File: src/rtl/fifo_rd_stream.sv
// Read-side consumer of the async FIFO: pops words into a 2-entry
// skid buffer and presents them on a valid/ready stream, with flush/drain.
module fifo_rd_stream #(
    parameter int DSIZE = 8,
    parameter int CNT_W = 16
) (
    input  logic             rclk,
    input  logic             rrst,
    input  logic [DSIZE-1:0] fifo_rdata,
    input  logic             fifo_rempty,
    output logic             fifo_rinc,
    output logic [DSIZE-1:0] out_data,
    output logic             out_valid,
    input  logic             out_ready,
    input  logic             flush,
    output logic             flush_busy,
    output logic [CNT_W-1:0] xfer_count
);

    typedef enum logic {
        S_RUN,
        S_FLUSH
    } state_t;

    state_t           r_state;
    state_t           w_state_nxt;
    logic [1:0]       r_occ;
    logic [1:0]       w_occ_nxt;
    logic [DSIZE-1:0] r_head;
    logic [DSIZE-1:0] r_tail;
    logic [DSIZE-1:0] w_head_nxt;
    logic [DSIZE-1:0] w_tail_nxt;
    logic [CNT_W-1:0] r_cnt;
    logic             w_run;
    logic             w_push;
    logic             w_pop;

    assign w_run      = (r_state == S_RUN);
    assign out_valid  = w_run && (r_occ != 2'd0);
    assign out_data   = (r_occ != 2'd0) ? r_head : '0;
    assign flush_busy = (r_state == S_FLUSH);
    assign xfer_count = r_cnt;
    assign w_pop      = out_valid && out_ready;
    assign w_push     = w_run && fifo_rinc;

    // In FLUSH every available word is popped and dropped on the floor.
    always_comb begin
        fifo_rinc = 1'b0;
        if (!rrst && !fifo_rempty) begin
            fifo_rinc = w_run ? (r_occ != 2'd2) : 1'b1;
        end
    end

    always_comb begin
        w_state_nxt = r_state;
        w_occ_nxt   = r_occ;
        w_head_nxt  = r_head;
        w_tail_nxt  = r_tail;
        unique case (r_state)
            S_RUN: begin
                if (flush) begin
                    w_state_nxt = S_FLUSH;
                    w_occ_nxt   = 2'd0;
                end else begin
                    unique case ({w_push, w_pop})
                        2'b10: begin
                            if (r_occ == 2'd0) begin
                                w_head_nxt = fifo_rdata;
                            end else begin
                                w_tail_nxt = fifo_rdata;
                            end
                            w_occ_nxt = r_occ + 2'd1;
                        end
                        2'b01: begin
                            w_head_nxt = r_tail;
                            w_occ_nxt  = r_occ - 2'd1;
                        end
                        // Simultaneous push/pop only happens at occ=1.
                        2'b11: begin
                            w_head_nxt = fifo_rdata;
                        end
                        default: begin
                        end
                    endcase
                end
            end
            S_FLUSH: begin
                if (fifo_rempty) begin
                    w_state_nxt = S_RUN;
                end
            end
            default: begin
                w_state_nxt = S_RUN;
                w_occ_nxt   = 2'd0;
            end
        endcase
    end

    always_ff @(posedge rclk) begin
        if (rrst) begin
            r_state <= S_RUN;
            r_occ   <= 2'd0;
            r_head  <= '0;
            r_tail  <= '0;
        end else begin
            r_state <= w_state_nxt;
            r_occ   <= w_occ_nxt;
            r_head  <= w_head_nxt;
            r_tail  <= w_tail_nxt;
        end
    end

    always_ff @(posedge rclk) begin
        if (rrst) begin
            r_cnt <= '0;
        end else if (w_pop) begin
            r_cnt <= r_cnt + 1'b1;
        end
    end

    a_occ_range: assert property (@(posedge rclk) disable iff (rrst)
        r_occ <= 2'd2);

endmodule

File: config.mk
export PLATFORM = sky130hd
export DESIGN_NAME = fifo_rd_stream
export DESIGN_NICKNAME = d
export VERILOG_FILES = /design/src/rtl/fifo_rd_stream.sv
export SDC_FILE = /design/constraint.sdc
export NUM_CORES = 1
export LEC_CHECK = 0
export CAP_MARGIN = 20
export CORE_MARGIN = 2
export CORE_UTILIZATION = 49
export DETAILED_ROUTE_END_ITERATION = 16
export PLACE_DENSITY = 0.79
export SYNTH_ARGS = -nofsm -noshare
export SYNTH_HDL_FRONTEND = slang
export SYNTH_SLANG_ARGS = --single-unit
File: constraint.sdc
create_clock -name rclk -period 2.2 [get_ports rclk]
set_clock_uncertainty 0.1 [all_clocks]
set_input_delay 0.66 -clock rclk [delete_from_list [all_inputs] [get_ports rclk]]
set_output_delay 0.66 -clock rclk [all_outputs]
set_load 0.005 [all_outputs]
==> impl_metrics.json <==
{
  "port_buffers": 39,
  "core_area_sq_um": 3311,
  "cts-root-buf": "clkbuf_4",
  "cts_tree": "yes",
  "min_period_over_period_pct": 97.65,
  "grtUsageTotal_pct": 23.04,
  "finalHoldViolCount": 0,
  "startpoint_type": "flop",
  "ir_drop_mv": 0.3190,
  "async_reset_ff_share_pct": 0,
  "fin_ws_ns": 0.05172,
  "wl_per_cell_um": 14.49,
  "hold_path_depth": 2,
  "grt_setup_unrepaired": "no",
  "synth.distinct_cells": 35,
  "ios": 40,
  "num-nets-final": 254,
  "yosys.area.top_type": "dfxtp_1",
  "die_w_um": 62.54,
  "synth_seq_cells": 35,
  "vias": 1609,
  "first_global_vias": 1599,
  "clk_latency_ns": 0.35,
  "max_slew_margin_pct": 72.93,
  "synth_fp_nets": 201,
  "place_inst": 278,
  "clock-sinks": 35,
  "power.density_nw_per_um2": 539.7,
  "antenna_found_initial": 0,
  "post-dp-hpwl_um": 2967,
  "synth_area_sq_um": 1679,
  "arrival_ns": 1.39,
  "vias_per_cell": 5.606,
  "final.min_clock_period_ns": 2.148,
  "rr_worst_depth": 4,
  "crit_type": "flop to output port",
  "end_kind": "output port",
  "dieArea_sq_um": 3911,
  "ys.flop_type": "dfxtp_1",
  "numCtsBuffers": 5,
  "required_ns": 1.44,
  "power.total_mw": 1.243,
  "hp-class": "flop to flop",
  "status": "finished clean",
  "p_leak_nw": 0.9760,
  "synthDominantCellAreaShare_pct": 41.73,
  "syn_avg_cell_area_sq_um": 8.979,
  "finalMaxSlewViolations": 0,
  "cp_max_fo": 8,
  "ctsHoldBuffers": 0,
  "yosys_warnings": 0,
  "htree_levels": 2,
  "synth_edf_count": 0,
  "num_rows": 21,
  "wirelength_um": 4158,
  "synthCells": 187,
  "diodes": 0,
  "setup_viol": 0,
  "yosysSeqAreaShare_pct": 41.73,
  "grt_overflow": 0,
  "areaGrowthSynthToFinish_pct": 37.18,
  "cap_violations": 0,
  "dp_slack_ns": -0.4518,
  "drtIter0Drc": 97,
  "max_freq_mhz": 465.5,
  "first_pass_iters": 4,
  "yosys-top-cells-area": "dfxtp_1 (42%), mux2i_1 (9.5%), nor2_1 (6.0%), xor2_1 (4.2%), a211oi_1 (4.0%)",
  "tightest_slew_ns": 0.4018,
  "yosys-top-cells-count": "dfxtp_1 (35), nor2_1 (27), mux2i_1 (16)",
  "grt_max_degree": 40,
  "drc": 0,
  "clk_pin_slew_ns": 0.11,
  "final_cells": 287,
  "grt_first_pass_wirelength_um": 7038,
  "utilization_pct": 69.58,
  "start_util_pct": 50.72,
  "yosysMostFrequentCell": "dfxtp_1",
  "die_h_um": 62.54,
  "drive_above_1_share_pct": 14.94,
  "clockBufferDepth": 2,
  "gp_congestion": 0.8037,
  "ant_nets": 0
}
[stage by stage]
step | hold slack [ns] | setup TNS (ns) | cell area, sq um
CTS | 0.4030 | -0.07998 | 2293
detailed placement | 0.3865 | -4.444 | 2207
finish | 0.4007 | 0 | 2303
floorplan | 0.3627 | 0 | 1679
global placement | 0.3634 | -3.437 | 2207
global route | 0.4315 | 0 | 2303
[worst max-delay path, stage by stage, from the launching register on]
cell and delay [ns]:
dfxtp_4 0.38, nor2_4 0.22, buf_4 0.16, nor2b_1 0.03, dlygate4sd2_1 0.26
[area by class of cell]
type	count	area, sq um
clock buffers	5	37.54
clock inverters	3	43.79
fillers	279	1007
inverters	1	3.754
multi-input cells	139	914.6
flip-flops and latches	35	709.4
well taps	46	57.56
repair buffers	58	536.8
[per-layer routing]
metal / vias to the layer above / global-route usage (%) / wire length (um)
met1: 772 / 24.49 / 1753
met2: 38 / 41.53 / 2165
met3: 11 / 4.865 / 120
li1: 788 / - / -
met5: - / 0 / 0
met4: 0 / 13.89 / 118
[power breakdown]
group	total, mW	internal [mW]	switching, mW
logic	0.120	0.0639	0.0563
clock network	0.469	0.239	0.231
registers	0.653	0.644	0.00986
[kinds of logic (layout without fill, tap and decap cells)]
logic type | count (synthesis) | after routing | synth area share (%)
multiplexers | 16 | 16 | 9.538
flip-flops | 35 | 35 | 41.73
AND/OR/NAND/NOR | 74 | 74 | 22.88
XOR/XNOR | 8 | 8 | 4.173
AO/OA/AOI/OAI | 40 | 40 | 16.69
adder cells (fa/ha/maj) | 1 | 1 | 0.7450
buffers and inverters | 13 | 67 | 4.247
[worst paths after layout]
kind | slack, ns | end | from
setup / recovery | 0.05 | out_data[1] | r_occ[1]
hold / removal | 0.40 | r_head[4] | r_head[4]
setup reg to reg | 0.32 | xfer_count[12] | xfer_count[3]
hold reg to reg | 0.40 | r_head[4] | r_head[4]
[flip-flops by register name, indices dropped and copies added (netlist names)]
name,count
flush_busy,1
r_head,8
r_occ,2
r_tail,8
xfer_count,16
[cell usage in the layout (no fill, tap or decap), types with 2 or more instances in the layout]
cell type / netlist / final
o21ai_0: 7 / 7
nand2_1: 7 / 7
nor2_1: 27 / 26
clkbuf_4: 0 / 5
dfxtp_1: 35 / 32
a211oi_1: 9 / 9
nor2b_1: 9 / 9
xor2_1: 8 / 8
or3_1: 3 / 3
nor3_1: 3 / 3
buf_4: 1 / 18
or4_1: 4 / 4
dlygate4sd2_1: 0 / 10
nand4_1: 7 / 7
clkdlybuf4s50_1: 0 / 27
a21oi_1: 10 / 10
nand3_1: 6 / 6
o31ai_1: 5 / 5
mux2i_1: 16 / 16
and3_1: 3 / 3
o21a_1: 2 / 2
dfxtp_4: 0 / 2
[what timing repair did]
item	4_1_cts	5_1_grt
endpoints found under the setup margin	12	1
gates resized for setup	20	1
pin swaps	1	1
buffers inserted	0	1
Note: power is estimated with default switching activity, not from simulation.
